## src/rtl/mem_pkg.sv

```systemverilog
// Shared types and constants for the MAR/MDR memory responder.
package mem_pkg;

  typedef enum logic [1:0] {
    IDLE,
    WAIT,
    ACK
  } state_t;

  localparam logic MEM_READ  = 1'b0;
  localparam logic MEM_WRITE = 1'b1;

  localparam int CNT_W = 4;

endpackage

```

## src/rtl/mem_responder_if.sv

```systemverilog
// Memory handshake bundle between the CPU initiator (master) and the responder (slave).
// The err signal exists only when MEM_RANGE_CHECK_EN is defined.
interface mem_responder_if #(
  parameter int DW = 16
);
  logic          mem_en;
  logic          mem_rw;
  logic [DW-1:0] addr;
  logic [DW-1:0] wdata;
  logic [DW-1:0] rdata;
  logic          mfc;
  logic          busy;
`ifdef MEM_RANGE_CHECK_EN
  logic          err;

  modport master (output mem_en, mem_rw, addr, wdata,
                  input  rdata, mfc, busy, err);
  modport slave  (input  mem_en, mem_rw, addr, wdata,
                  output rdata, mfc, busy, err);
`else
  modport master (output mem_en, mem_rw, addr, wdata,
                  input  rdata, mfc, busy);
  modport slave  (input  mem_en, mem_rw, addr, wdata,
                  output rdata, mfc, busy);
`endif
endinterface

```

## src/rtl/mem_array.sv

```systemverilog
// Single-port synchronous word storage with a registered read port.
// clear zeroes the read register instead of performing an access.
module mem_array #(
  parameter int DEPTH = 256,
  parameter int DW    = 16,
  parameter int AW    = $clog2(DEPTH)
) (
  input  logic          clk,
  input  logic          reset,
  input  logic          en,
  input  logic          we,
  input  logic          clear,
  input  logic [AW-1:0] idx,
  input  logic [DW-1:0] wdata,
  output logic [DW-1:0] rdata
);

  logic [DW-1:0] mem [DEPTH];

  // Storage is deliberately left out of reset.
  always_ff @(posedge clk) begin
    if (en && we) begin
      mem[idx] <= wdata;
    end
  end

  always_ff @(posedge clk) begin
    if (reset || clear) begin
      rdata <= '0;
    end else if (en && !we) begin
      rdata <= mem[idx];
    end
  end

endmodule

```

## src/rtl/mem_responder.sv

```systemverilog
// Clocked four-phase-handshake memory slave: accepts a request, waits WAIT_CYCLES, then raises mfc.
// Optional MEM_RANGE_CHECK_EN flags addresses >= DEPTH on err instead of wrapping them.
module mem_responder
  import mem_pkg::*;
#(
  parameter int DEPTH       = 256,
  parameter int WAIT_CYCLES = 2,
  parameter int DW          = 16
) (
  input  logic          clk,
  input  logic          reset,
  mem_responder_if.slave bus
);

  localparam int AW = $clog2(DEPTH);

  state_t           state;
  state_t           state_next;
  logic [CNT_W-1:0] cnt;
  logic [CNT_W-1:0] cnt_next;
  logic             rw_q;
  logic [DW-1:0]    addr_q;
  logic [DW-1:0]    wdata_q;
  logic             arr_en;
  logic             arr_we;
  logic             arr_clr;
  logic             out_of_range;

`ifdef MEM_RANGE_CHECK_EN
  assign out_of_range = (32'(addr_q) >= DEPTH);
  assign bus.err      = (state == ACK) && out_of_range;
`else
  logic unused_addr_hi;
  assign out_of_range   = 1'b0;
  assign unused_addr_hi = ^addr_q[DW-1:AW];
`endif

  always_ff @(posedge clk) begin
    if (reset) begin
      state   <= IDLE;
      cnt     <= '0;
      rw_q    <= MEM_READ;
      addr_q  <= '0;
      wdata_q <= '0;
    end else begin
      state <= state_next;
      cnt   <= cnt_next;
      if (state == IDLE && bus.mem_en) begin
        rw_q    <= bus.mem_rw;
        addr_q  <= bus.addr;
        wdata_q <= bus.wdata;
      end
    end
  end

  // Every request passes through WAIT so a zero wait still gives a one-cycle mfc latency;
  // the array access fires on the edge that enters ACK.
  always_comb begin
    state_next = state;
    cnt_next   = cnt;
    arr_en     = 1'b0;
    arr_we     = 1'b0;
    arr_clr    = 1'b0;
    case (state)
      IDLE: begin
        if (bus.mem_en) begin
          state_next = WAIT;
          cnt_next   = CNT_W'(WAIT_CYCLES);
        end
      end
      WAIT: begin
        if (!bus.mem_en) begin
          state_next = IDLE;
        end else if (cnt == '0) begin
          state_next = ACK;
          if (out_of_range) begin
            arr_clr = (rw_q == MEM_READ);
          end else begin
            arr_en = 1'b1;
            arr_we = (rw_q == MEM_WRITE);
          end
        end else begin
          cnt_next = cnt - 1'b1;
        end
      end
      ACK: begin
        if (!bus.mem_en) begin
          state_next = IDLE;
        end
      end
      default: state_next = IDLE;
    endcase
    if (reset) begin
      arr_en  = 1'b0;
      arr_we  = 1'b0;
      arr_clr = 1'b0;
    end
  end

  assign bus.mfc  = (state == ACK);
  assign bus.busy = (state != IDLE);

  mem_array #(
    .DEPTH(DEPTH),
    .DW   (DW),
    .AW   (AW)
  ) u_array (
    .clk  (clk),
    .reset(reset),
    .en   (arr_en),
    .we   (arr_we),
    .clear(arr_clr),
    .idx  (addr_q[AW-1:0]),
    .wdata(wdata_q),
    .rdata(bus.rdata)
  );

endmodule

```

## src/flat_wrapper.sv

```systemverilog
// flat-port wrapper written by rule: the top's interface ports become plain ports
module mem_responder_flat import mem_pkg::*;
#(
  parameter int DEPTH       = 256,
  parameter int WAIT_CYCLES = 2,
  parameter int DW          = 16
)
  (clk, reset, bus_mem_en, bus_mem_rw, bus_addr, bus_wdata, bus_rdata, bus_mfc, bus_busy);
  mem_responder_if #(.DW(DW)) bus_i ();
  input  logic clk;
  input  logic reset;
  input wire logic [$bits(bus_i.mem_en)-1:0] bus_mem_en;
  input wire logic [$bits(bus_i.mem_rw)-1:0] bus_mem_rw;
  input wire logic [$bits(bus_i.addr)-1:0] bus_addr;
  input wire logic [$bits(bus_i.wdata)-1:0] bus_wdata;
  output wire logic [$bits(bus_i.rdata)-1:0] bus_rdata;
  output wire logic [$bits(bus_i.mfc)-1:0] bus_mfc;
  output wire logic [$bits(bus_i.busy)-1:0] bus_busy;
  assign bus_i.mem_en = bus_mem_en;
  assign bus_i.mem_rw = bus_mem_rw;
  assign bus_i.addr = bus_addr;
  assign bus_i.wdata = bus_wdata;
  assign bus_rdata = bus_i.rdata;
  assign bus_mfc = bus_i.mfc;
  assign bus_busy = bus_i.busy;
  mem_responder #(.DEPTH(DEPTH), .WAIT_CYCLES(WAIT_CYCLES), .DW(DW)) u_core (.clk(clk), .reset(reset), .bus(bus_i));
endmodule
```

## config.mk

```make
export PLATFORM = sky130hd
export DESIGN_NAME = mem_responder_flat
export DESIGN_NICKNAME = d
export VERILOG_FILES = /design/src/rtl/mem_pkg.sv /design/src/rtl/mem_responder_if.sv /design/src/rtl/mem_array.sv /design/src/rtl/mem_responder.sv /design/src/flat_wrapper.sv
export SDC_FILE = /design/constraint.sdc
export NUM_CORES = 2
export LEC_CHECK = 0
export BUFFER_PORTS_ARGS = -buffer_cell sky130_fd_sc_hd__buf_2
export CORE_AREA = 2 2 580 697
export CTS_CLUSTER_SIZE = 10
export DETAILED_ROUTE_END_ITERATION = 8
export DIE_AREA = 0 0 582 699
export PLACE_DENSITY = 0.6
export SYNTH_ARGS = -nofsm -noshare
export SYNTH_HDL_FRONTEND = slang
export SYNTH_SLANG_ARGS = --single-unit
```

## constraint.sdc

```tcl
create_clock -name clk -period 7.4 [get_ports clk]
set_input_delay 0 -clock clk [delete_from_list [all_inputs] [get_ports clk]]
set_output_delay 0 -clock clk [all_outputs]
set_load 0.05 [all_outputs]
```

==> metrics.md <==
| Metric | Value |
|---|---|
| Slew HR | 0.00290 |
| Netlist cell types | 75 |
| Ys async rst share | 0 |
| Yosys top cell by area | edfxtp_1 |
| Delay-heaviest family, CP | compound AO/OA/AOI/OAI gates |
| Ranking of synthesized cells by area | edfxtp_1 (77%), mux4_2 (14%), mux2i_1 (2.1%) |
| FF+latch count, synth | 4143 |
| Multi-input logic area | 33600 µm² |
| Die Wd | 582 µm |
| Type of origin of the critical path | flop |
| Synth Area per Inst | 22.0 µm² |
| Avg WL per Cell | 33.9 µm |
| CTS buffer count | 458 |
| Nets | 7784 |
| Unrepaired setup endpoints after global routing | false |
| Fmax | 193 MHz |
| CP peak stage delay | 1.17 ns |
| Initial drt markers | 10100 |
| Port bufs | 45 |
| Setup Crit Path Kind | reg -> reg |
| Sw frac | 0.217 |
| Arr. time, crit path | 5.96 ns |
| Area share of the leading cell type in the synthesized netlist | 0.771 |
| Share of cells above drive strength 1 | 0.263 |
| Yosys warning count | 0 |
| Largest net degree at the start of global routing | 193 |
| Crit-path slowest cell | a211oi_1 |
| Initial antenna violation count | 23 |
| First-pass GRT wire length | 621000 µm |
| DRC viols | 0 |
| Clock transition at the registers of the reported paths | 0.06 ns |
| CTS sink cnt | 4143 |
| Core ar. | 400000 µm² |
| Detailed placement HPWL | 260000 µm |
| Synthesized cell area | 160000 µm² |
| Critical Path RT | 8.17 ns |
| Vias | 78700 |
| Area grow syn2layout | 13.1% |
| Synthesized netlist cell count | 7256 |
| H-tree depth | 5 |
| Clock Latency Late Sink | 0.98 ns |
| Die height | 699 µm |
| Setup TNS | 0 ns |
| MaxCap Viol Count | 1 |
| Commonest non-fill, non-tap cells in the layout | edfxtp_1 (4096), mux4_2 (986), clkbuf_16 (466) |
| Final wirelength | 446000 µm |
| Crit Path Max Fanout | 47 |
| Int Power | 38.0 mW |
| Worst setup EP type | flop |
| Antenna viol nets, final | 0 |
| EDFF count, synth | 4096 |
| Initial Util | 0.399 |
| Failing checks | capacitance limit |
| Pwr per Cell Area | 269 nW/µm² |
| Post-CTS setup buffers | 0 |
| GRT overflow | 0 |
| Post-route cell area | 180000 µm² |
| Leakage | 57.4 nW |
| Logic gate share of total power | 0.055 |
| Net Count, Synth | 7294 |
| Slew Limit Fails | 0 |
| Boundary Pins | 54 |
| Period minus WS final | 5.19 ns |
| Status | finished with violations |
| TritonRoute pass-1 iters | 8 |
| Final setup violation count | 0 |
| Post-synthesis sequential area ratio | 0.777 |
| Final setup skew | 0.0597 ns |
| Buffers & Inverters on Critical Path | 2 |
| Clk pwr share | 0.408 |
| Final RePlAce weighted congestion | 0.859 |
| CP cell instances | buf_12 -> buf_4 -> mux4_2 -> mux2i_1 -> nand2_1 -> o2111ai_1 -> nor2_1 -> a211oi_1 -> o21ai_0 |
| Pin slew with the least headroom to its limit | 1.49 ns |
| Final Hold Vio Count | 0 |
| Vias in the first global route | 79200 |
| Fillcell total | 33000 |
| Via-per-instance ratio | 5.99 |
| Most common cell after layout, fill and taps aside | edfxtp_1 |
| GRT Overall Usage | 0.216 |
| CTS max path bufs | 4 |
| Switching power | 10.5 mW |
| Die footprint | 407000 µm² |
| Period utilization | 0.701 |
| Root Driver | clkbuf_16 |
| Synth Flop Type | edfxtp_1 |
| CTS tree | done |
| Design Power | 48.5 mW |
| HP Class | in -> reg |
| DP Area | 167000 µm² |
| Maximum VDD drop | 0.000186 V |
| Flop pwr share | 0.537 |
| FP Rows | 255 |
| Area occupied by registers | 124000 µm² |
[registers in the layout (all words and copies together), names as in the netlist]
name and flops:
u_core.u_array.rdata 16, u_core.cnt 4, u_core.state 2, u_core.u_array.mem 4096, u_core.rw_q 1, u_core.addr_q 8
u_core.wdata_q 16
[synthesized netlist by cell type (17+ instances only)]
master / instances
mux2i_1: 336
a32oi_1: 41
nor2_1: 322
o21ai_0: 72
a31oi_1: 28
nand2_1: 303
buf_1: 35
a221oi_1: 21
o211ai_1: 17
buf_2: 104
buf_6: 51
a22oi_1: 82
buf_4: 66
o22ai_1: 50
clkbuf_1: 152
a21oi_1: 84
mux2_2: 36
nand4_1: 20
nand3_1: 53
dfxtp_1: 47
edfxtp_1: 4096
a211oi_1: 28
mux4_2: 986
[stage by stage]
| step | worst slack, ns | hold WS [ns] | cells | util |
|---|---|---|---|---|
| after floorplan | 3.15 | 0.136 | 7256 | - |
| after global placement | 1.78 | 0.246 | 12500 | 0.418 |
| after detailed placement | 2.31 | 0.238 | 12500 | 0.418 |
| after CTS | 2.24 | 0.0892 | 13100 | 0.451 |
| after global routing | 2.08 | 0.251 | 13100 | 0.451 |
| final | 2.21 | 0.209 | 13100 | 0.451 |
[cell families after synthesis]
group                    share of synthesized area
flip-flops                                   0.777
AND/OR/NAND/NOR                             0.0211
AO/OA/AOI/OAI                               0.0233
multiplexers                                 0.163
adder cells (fa/ha/maj)                   0.000157
buffers and inverters                       0.0160
XOR/XNOR                                  0.000110
[worst reg2reg max path, delay by kind of cell (launching register included)]
family	cells	cell delay, ns
buffers and inverters	2	1.30
AND/OR/NAND/NOR	2	0.27
AO/OA/AOI/OAI	3	1.49
flip-flops	1	1.00
multiplexers	2	0.93
[layer usage]
layer | global-route usage | share of wire
met5 | 0 | 0.000070
met4 | 0.0969 | 0.051
met3 | 0.0361 | 0.083
met2 | 0.353 | 0.49
met1 | 0.283 | 0.38
[power groups by stage]
stage                     Combinational (mW)  Clock (mW)  Sequential [mW]
after floorplan                         1.45           0             26.7
after global placement                  2.58           0             26.5
after detailed placement                2.63           0             26.6
after CTS                               2.67        20.0             26.1
after global routing                    2.77        20.9             26.1
final                                   2.67        19.8             26.1
[worst paths after layout]
path,from,to,slack [ns],depth (start not counted)
max reg2reg,u_core.addr_q[0],u_core.u_array.rdata[7],2.21,9
max,u_core.addr_q[0],u_core.u_array.rdata[7],2.21,9
min reg2reg,u_core.cnt[0],u_core.cnt[0],0.49,2
min,reset,u_core.state[0],0.21,3
[cell type report]
cell class,count,share of cell area
repair buffers,452,0.0214
clock inverters,20,0.00159
multi-input cells,2680,0.186
clock buffers,549,0.0664
well taps,5268,0.0365
inverters,11,0.000312
diodes,13,0.000180
flip-flops and latches,4143,0.687
[timing repair]
item	4_1_cts	5_1_grt
hold buffers	88	0
endpoints found under the hold margin	39	0
gates resized for setup	0	0
Power figures use the tool's default switching activity.
